## config.mk

```make
export PLATFORM = sky130hd
export DESIGN_NAME = busy_gnt_responder
export DESIGN_NICKNAME = d
export VERILOG_FILES = /design/src/rtl/busy_gnt_pkg.sv /design/src/rtl/busy_gnt_pend_ctr.sv /design/src/rtl/busy_gnt_responder.sv
export SDC_FILE = /design/constraint.sdc
export NUM_CORES = 1
export LEC_CHECK = 0
export ABC_AREA = 0
export BUFFER_PORTS_ARGS = -buffer_cell sky130_fd_sc_hd__buf_2
export CAP_MARGIN = 20
export CORE_MARGIN = 5
export CORE_UTILIZATION = 50
export DETAILED_ROUTE_END_ITERATION = 16
export HOLD_SLACK_MARGIN = 0.1
export PLACE_DENSITY = 0.7
export SLEW_MARGIN = 20
export SYNTH_ARGS = -nofsm -noshare
export SYNTH_HDL_FRONTEND = slang
export SYNTH_HIERARCHICAL = 1
export SYNTH_SLANG_ARGS = --single-unit
```

## constraint.sdc

```tcl
create_clock -name clk -period 5.4 [get_ports clk]
set_clock_uncertainty 0.05 [all_clocks]
set_input_delay 1.08 -clock clk [delete_from_list [all_inputs] [get_ports clk]]
set_output_delay 1.08 -clock clk [all_outputs]
set_load 0.03 [all_outputs]
```

## src/rtl/busy_gnt_pkg.sv

```systemverilog
// Shared types and parameter defaults for the busy/grant responder.
// The state encoding is the contract between the FSM and anything that observes it.
package busy_gnt_pkg;

    localparam int DEF_BUSY_COUNT = 3;
    localparam int DEF_GAP        = 1;
    localparam int DEF_GNT_DELAY  = 0;
    localparam int DEF_MAX_PEND   = 3;

    typedef enum logic [2:0] {
        ST_IDLE  = 3'd0,
        ST_GAP   = 3'd1,
        ST_PULSE = 3'd2,
        ST_GWAIT = 3'd3,
        ST_GRANT = 3'd4
    } state_e;

    // Index of the last cycle of an n-cycle phase; a zero-length phase maps to 0.
    function automatic logic [3:0] last_idx(input int n);
        return (n > 0) ? 4'(n - 1) : 4'd0;
    endfunction

endpackage

```

## src/rtl/busy_gnt_pend_ctr.sv

```systemverilog
// Saturating pending-request counter with a sticky overflow flag.
// A simultaneous inc and dec cancel, so a full counter never drops a request in that case.
module busy_gnt_pend_ctr
    import busy_gnt_pkg::*;
#(
    parameter int MAX_PEND = DEF_MAX_PEND
) (
    input  logic       clk,
    input  logic       rst,
    input  logic       inc,
    input  logic       dec,
    output logic [3:0] count,
    output logic       overflow
);

    localparam logic [3:0] MAX_V = 4'(MAX_PEND);

    logic [3:0] count_r;
    logic       overflow_r;

    // Queue depth and sticky drop flag
    always_ff @(posedge clk) begin
        if (rst) begin
            count_r    <= 4'd0;
            overflow_r <= 1'b0;
        end else begin
            case ({inc, dec})
                2'b10: begin
                    if (count_r == MAX_V) begin
                        count_r    <= count_r;
                        overflow_r <= 1'b1;
                    end else begin
                        count_r    <= count_r + 4'd1;
                        overflow_r <= overflow_r;
                    end
                end
                2'b01: begin
                    if (count_r != 4'd0) begin
                        count_r <= count_r - 4'd1;
                    end else begin
                        count_r <= count_r;
                    end
                    overflow_r <= overflow_r;
                end
                default: begin
                    count_r    <= count_r;
                    overflow_r <= overflow_r;
                end
            endcase
        end
    end

    assign count    = count_r;
    assign overflow = overflow_r;

endmodule

```

## src/rtl/busy_gnt_responder.sv

```systemverilog
// Responder that answers each request with BUSY_COUNT busy pulses and then one gnt,
// serving queued requests back-to-back and strictly in arrival order.
module busy_gnt_responder
    import busy_gnt_pkg::*;
#(
    parameter int BUSY_COUNT = DEF_BUSY_COUNT,
    parameter int GAP        = DEF_GAP,
    parameter int GNT_DELAY  = DEF_GNT_DELAY,
    parameter int MAX_PEND   = DEF_MAX_PEND
) (
    input  logic       clk,
    input  logic       rst,
    input  logic       req,
    output logic       busy,
    output logic       gnt,
    output logic [3:0] pend_cnt,
    output logic       overflow,
    output logic       active
);

    localparam logic [3:0] GAP_LAST   = last_idx(GAP);
    localparam logic [3:0] GWAIT_LAST = last_idx(GNT_DELAY);
    localparam logic [3:0] PULSE_LAST = last_idx(BUSY_COUNT);

    state_e     state_r;
    state_e     next_state_s;
    logic [3:0] timer_r;
    logic [3:0] pulse_r;
    logic       owe_r;
    logic       inc_s;
    logic       dec_s;
    logic [3:0] pend_cnt_s;
    logic       overflow_s;
    logic       busy_nxt_s;
    logic       gnt_nxt_s;
    logic       active_nxt_s;
    logic       busy_r;
    logic       gnt_r;
    logic       active_r;

    // State register plus phase timer and pulse counter
    always_ff @(posedge clk) begin
        if (rst) begin
            state_r <= ST_IDLE;
            timer_r <= 4'd0;
            pulse_r <= 4'd0;
            owe_r   <= 1'b0;
        end else begin
            state_r <= next_state_s;
            if ((next_state_s != state_r) || ((state_r != ST_GAP) && (state_r != ST_GWAIT))) begin
                timer_r <= 4'd0;
            end else begin
                timer_r <= timer_r + 4'd1;
            end
            if ((next_state_s == ST_GAP) && ((state_r == ST_IDLE) || (state_r == ST_GRANT))) begin
                pulse_r <= 4'd0;
            end else if (state_r == ST_PULSE) begin
                pulse_r <= pulse_r + 4'd1;
            end else begin
                pulse_r <= pulse_r;
            end
            // A req caught in GRANT with an empty queue starts the next run at once; its queue slot is released a cycle later.
            owe_r <= (state_r == ST_GRANT) && (pend_cnt_s == 4'd0) && req;
        end
    end

    // Next-state decode
    always_comb begin
        next_state_s = state_r;
        case (state_r)
            ST_IDLE: begin
                if (req) next_state_s = ST_GAP;
                else     next_state_s = ST_IDLE;
            end
            ST_GAP: begin
                if (timer_r == GAP_LAST) next_state_s = ST_PULSE;
                else                     next_state_s = ST_GAP;
            end
            ST_PULSE: begin
                if (pulse_r != PULSE_LAST) next_state_s = ST_GAP;
                else if (GNT_DELAY > 0)    next_state_s = ST_GWAIT;
                else                       next_state_s = ST_GRANT;
            end
            ST_GWAIT: begin
                if (timer_r == GWAIT_LAST) next_state_s = ST_GRANT;
                else                       next_state_s = ST_GWAIT;
            end
            ST_GRANT: begin
                if ((pend_cnt_s != 4'd0) || req) next_state_s = ST_GAP;
                else                             next_state_s = ST_IDLE;
            end
            default: next_state_s = ST_IDLE;
        endcase
    end

    // Output decode from the upcoming state, plus queue control
    always_comb begin
        busy_nxt_s   = (next_state_s == ST_PULSE);
        gnt_nxt_s    = (next_state_s == ST_GRANT);
        active_nxt_s = (next_state_s != ST_IDLE);
        inc_s        = req && (state_r != ST_IDLE);
        dec_s        = ((state_r == ST_GRANT) && (pend_cnt_s != 4'd0)) || owe_r;
    end

    // Registered outputs
    always_ff @(posedge clk) begin
        if (rst) begin
            busy_r   <= 1'b0;
            gnt_r    <= 1'b0;
            active_r <= 1'b0;
        end else begin
            busy_r   <= busy_nxt_s;
            gnt_r    <= gnt_nxt_s;
            active_r <= active_nxt_s;
        end
    end

    busy_gnt_pend_ctr #(
        .MAX_PEND (MAX_PEND)
    ) u_pend (
        .clk      (clk),
        .rst      (rst),
        .inc      (inc_s),
        .dec      (dec_s),
        .count    (pend_cnt_s),
        .overflow (overflow_s)
    );

    assign busy     = busy_r;
    assign gnt      = gnt_r;
    assign active   = active_r;
    assign pend_cnt = pend_cnt_s;
    assign overflow = overflow_s;

endmodule

```

# Word level (Yosys, flattened, before mapping)

Cells that the tools add are included.

Eq/ne operators: 16
Reduce and logical (&&, ||, !) cells: 21
Muxes and demuxes: 9
Divide/modulo/power cells: 0
Multipliers: 0
Order comparisons: 0
Add/sub/neg operators: 4
Shifts and indexed selects: 0
Bitwise logic cells: 0

Operators with widths:

| operator              | count |
|---|---|
| $pmux W3 S5           | 1 |
| $add A4 B1 Y4 const B | 3 |
| $eq A3 B2 Y1 const B  | 3 |
| $logic_not A4 Y1      | 2 |
| $mux W4               | 2 |
| $pmux W4 S2           | 1 |
| $eq A3 B1 Y1 const B  | 2 |
| $eq A3 B3 Y1 const B  | 2 |
| $logic_and A1 B1 Y1   | 6 |
| $mux W3               | 2 |
| $reduce_bool A3 Y1    | 2 |
| $eq A4 B2 Y1 const B  | 1 |
| $logic_or A1 B1 Y1    | 4 |
| $ne A2 B2 Y1 const B  | 2 |
| $ne A4 B2 Y1 const B  | 1 |
| $reduce_bool A4 Y1    | 1 |
| $reduce_or A2 Y1      | 2 |
| $sub A4 B1 Y4 const B | 1 |
| $logic_not A3 Y1      | 1 |
| $ne A3 B1 Y1 const B  | 1 |
| $ne A3 B2 Y1 const B  | 1 |
| $ne A3 B3 Y1          | 1 |
| $reduce_and A3 Y1     | 1 |
| $eq A2 B1 Y1 const B  | 1 |
| other kinds (5)       | 6 |

Bits in read-only memories: 0
Word-level logic and storage cells: 59
Register bits: 20
RAM bits: 0
Memories: 0
Bits in latches: 0

# Logic depth before layout (Yosys ltp)

Word-level depth: 7
Depth in mapped cells: 10
Depth with buffers taken out: 9

# Hierarchy

The synthesis kept the hierarchy.

By module, submodules not included:

| module             | area an instance (sq um) | times used | cells each | seq. area each (sq um) |
|---|---|---|---|---|
| busy_gnt_responder | 650.6                    | 1          | 66         | 300.3 |
| busy_gnt_pend_ctr  | 352.8                    | 1          | 42         | 100.1 |

# Least setup slack after synthesis

No wires, ideal clock.

Path kind: in2reg
From: input port req
To: register u_pend.count_r[2], in the netlist u_pend/count[2]
Required time: 5.233 ns
Path buffers: 0
Library setup time: 0.117 ns
Cell stages on the path: 8
Arrival time: 2.242 ns
Setup slack: 2.991 ns
Cell sequence: o31a_1 -> nand2b_2 -> xnor2_1 -> ha_1 -> nor2_1 -> a22oi_2 -> nor3_1 -> a22o_1

Longest elaborated chain between the ends: 4
Elaborated cells between the ends (all ways): 8
Classes of those cells: eq/ne: 4; mux: 1; reduce/logical: 3

RTL lines:

| item                                                                | line                      | RTL |
|---|---|---|
| start: declaration                                                  | busy_gnt_responder.sv:13  | `input logic req,` |
| $logic_and A1 B1 Y1 (*)                                             | busy_gnt_responder.sv:101 | `inc_s = req && (state_r != ST_IDLE);` |
| $eq A2 B2 Y1 or $eq A2 B1 Y1 (tied branches)                        | busy_gnt_pend_ctr.sv:27   | `case ({inc, dec})` |
| $ne A2 B2 Y1 (no source line) or $reduce_bool A2 Y1 (tied branches) | --                        |  |
| $reduce_and A3 Y1 (no source line)                                  | --                        |  |
| end signal: assignment                                              | busy_gnt_pend_ctr.sv:30   | `count_r <= count_r;` |
| end signal: assignment                                              | busy_gnt_pend_ctr.sv:33   | `count_r <= count_r + 4'd1;` |
| end signal: assignment                                              | busy_gnt_pend_ctr.sv:39   | `count_r <= count_r - 4'd1;` |
| end: declaration                                                    | busy_gnt_pend_ctr.sv:18   | `logic [3:0] count_r;` |

Every way passes the cells marked *; elsewhere a longest branch is shown, timed or not.
A chain may end at the register's enable or synchronous reset.

# Worst setup path after layout

From: register u_pend.count_r[1], in the netlist u_pend/count[1]
To: register u_pend.count_r[2], in the netlist u_pend/count[2]

Longest elaborated chain between the ends: 6
Elaborated cells between the ends (all ways): 15
Classes of those cells: add/sub: 2; eq/ne: 5; mux: 3; reduce/logical: 5

RTL lines:

| item                                                                | line                      | RTL |
|---|---|---|
| $reduce_bool A4 Y1 (*)                                              | busy_gnt_responder.sv:102 | `dec_s = ((state_r == ST_GRANT) && (pend_cnt_s != 4'd0)) \|\| owe_r;` |
| $logic_and A1 B1 Y1 (*)                                             | busy_gnt_responder.sv:102 |  |
| $logic_or A1 B1 Y1 (*)                                              | busy_gnt_responder.sv:102 |  |
| net dec_s                                                           | busy_gnt_responder.sv:31  | `logic dec_s;` |
| $eq A2 B2 Y1 or $eq A2 B1 Y1 (tied branches)                        | busy_gnt_pend_ctr.sv:27   |  |
| $ne A2 B2 Y1 (no source line) or $reduce_bool A2 Y1 (tied branches) | --                        |  |
| $reduce_and A3 Y1 (no source line)                                  | --                        |  |

Mark *: on every way through the listed nets, which the timed path passes. The rest lies on a longest branch. The select of a mux whose other input is x is not followed.

==> impl_results.md <==
* RD Place Congestion at 0.8295
* Worst slew pin tran at 469.4 ps
* Syn Area/Cell at 9.291 µm²
* Initial core utilization at 0.5168
* Mapped cell area at 1003 µm²
* Placeable Area at about 1900 µm²
* Grt ovf at 0
* Max-cap violations at 0
* Drt pass-1 iters at 4
* CTS Hold Bufs at 0
* Clk sinks at 20
* Max Clock Freq at around 0.4 GHz
* Syn. warnings at 6
* Post-synth EDFFs at 0
* P per Cell Area at 277.8 nW/µm²
* Post-Route Utilization at 0.5780
* Final wirelength at 1770 µm
* Min-delay worst type: reg2reg
* I/O pin total at 11
* Startpoint types: register
* Setup TNS at 0 ps
* Synth Flop Type: dfxtp_1
* Final setup viols at 0
* RSZ-0062 raised after global routing: no
* Yosys top cell area share at 0.3990
* Main combinational cell family by area after synthesis: simple AND/OR/NAND/NOR gates
* H-tree depth at 1
* Vias at 795
* Min Tclk post-route at 2474 ps
* Die Area at 3003 µm²
* Area Growth Syn to Fin at 11.85%
* DRC viols at 0
* Clk slew on worst S/H paths at 110 ps
* Setup Fix Bufs, Post-CTS at 0
* Vias in the first global route at 784
* Top Metal Used: met4
* Total GRT Usage at 0.1487
* Ys async rst share at 0
* Vias/cell at roughly 5.5
* Outcome: complete, no violations
* Simple-Gate Fraction of Synth Area at 0.2980
* Met1 wire length at 843 µm
* Site Rows at 16
* First-pass GRT wire length at 3201 µm
* Post-CTS Resized at 0
* Routed len/inst at 12.21 µm
* Hold_ws at 434.6 ps
* Req. time, crit path at 5560 ps
* Post-Synth Adder-Cell Area at 0.06234
* Ranking of synthesized cells by area: dfxtp_1, ha_1, nor2_1, xnor2_1, nor3b_1
* Leak Pwr at 0.4253 nW
* Period utilization at 0.4582
* Die Wd at around 55 µm
* Worst VDD drop at 0.0004041 V
* Critical path class: reg2reg
* XOR/XNOR Fraction of Synth Area at 0.06110
* DR WL met2 at 810 µm
* Initial drt markers at 14
* Max-slew violations at 0
* Largest net degree at the start of global routing at 13
* Yosys reg bits at 20
* Syn Nets at 116
* Vertical die dimension at between 50 and 60 µm
* Max Root-Sink Buffers at 2
* CP max FO at 10
* Final ANT Viol Nets at 0
* Worst Path Arrival at around 2600 ps
* # fillers at 187
* Clock Tree Root: clkbuf_4
* NumNets Final at 127
* Initial antenna violation count at 0
* Ant. Diodes at 0
* Rel. slew slack at 0.6857
* Port buffer count at 10
* Register area share after synthesis at 0.3990
* TritonCTS Buffers at 3
* Clock Latency Late Sink at 300 ps
* Layout cell share with drive strength beyond 1 at 0.2373
* Mux contribution to synthesized area at 0
* DR WL met3 at roughly 85 µm
* Cells after synthesis at around 110
* Complex-gate fraction of the synthesized area at 0.1471
* Final hold vios at 0
* Detailed placer's ending HPWL at approximately 1300 µm
* CTS tree: built
* Crit end category: register
* Synth area leader: dfxtp_1
* Count of different cell masters after synthesis at 42
## cell families (layout without fill, tap and decap cells)
family          after synthesis  count (layout)
simple gates                 48              48
compound gates               20              20
flops                        20              20
buf+inv                       8              18
xor+xnor                      7               7
fa+ha+maj                     5               5
## sequential cells by signal (all words and copies together) (netlist names), 3 cells and up
name / cells
state_r: 3
u_pend/count: 4
timer_r: 4
pulse_r: 4
## through the flow
stage                     area (µm²)  instances  worst slack [ps]  total power [W]
after floorplan                 1003        108              2991        0.0001876
after global placement          1070        141              2833        0.0001946
after detailed placement        1070        141              2795        0.0001950
after CTS                       1122        145              2924        0.0003146
after global routing            1122        145              2794        0.0003286
final                           1122        145              2926        0.0003118
## worst max-delay path, stage by stage, from the launching register on
cell and delay (ps):
dfxtp_1 430, or4_4 590, a31o_2 310, nand2b_2 120, xnor2_1 130, ha_1 200
nor2_1 60, a22oi_2 210, nor3_1 60, a22o_1 230
## Yosys cell counts (all sizes together), types with 2 or more instances
cell	instances
o21ai	3
inv	4
nor2	16
ha	5
a31oi	3
xnor2	4
nand2	6
xor2	3
nor2b	3
clkbuf	2
o31ai	2
a21oi	5
nor3	3
buf	2
nor3b	6
or3	2
dfxtp	20
nand2b	3
## placed cells by master, fill, tap and decap left out, types with 2 or more instances in the layout
| cell type | n |
|---|---|
| nor3b_1 | 4 |
| dfxtp_1 | 20 |
| nor2_1 | 16 |
| nand2_1 | 5 |
| a31oi_1 | 2 |
| o31ai_1 | 2 |
| nor3b_2 | 2 |
| clkbuf_4 | 3 |
| xor2_1 | 3 |
| buf_2 | 10 |
| or3_1 | 2 |
| nand2b_1 | 2 |
| a21oi_1 | 4 |
| nor3_1 | 3 |
| o21ai_1 | 2 |
| ha_1 | 5 |
| xnor2_1 | 4 |
| inv_1 | 4 |
## path summary, 6_finish.rpt
kind / slack, ps / cells after the start / endpoint / start
worst max register to register: 2930 / 9 / u_pend/count[2] / u_pend/count[1]
worst min register to register: 430 / 2 / u_pend/overflow / u_pend/overflow
worst min-delay path: 430 / 2 / u_pend/overflow / u_pend/overflow
worst max-delay path: 2930 / 9 / u_pend/count[2] / u_pend/count[1]
## power by group
part / internal [W] / leakage, nW / switching [W]
combinational: 0.0000136 / 0.235 / 0.0000194
sequential: 0.000152 / 0.162 / 0.00000700
clock: 0.0000750 / 0.0279 / 0.0000449
## routing by layer
metal | global-route usage | vias to the layer above
li1 | - | 402
met1 | 0.1784 | 368
met2 | 0.2382 | 21
met3 | 0.05995 | 4
met4 | 0.04979 | 0
met5 | 0 | -
## final cells by class
cell class / instances / area [µm²] / area share
inverter: 4 / 15.01 / 0.01338
timing repair buffer: 10 / 50.05 / 0.04459
tap: 27 / 33.78 / 0.03010
clock inverter: 1 / 30.03 / 0.02676
clock buffer: 3 / 22.52 / 0.02007
sequential: 20 / 400.4 / 0.3567
multi-input combinational: 80 / 570.5 / 0.5084
Power figures use the tool's default switching activity.
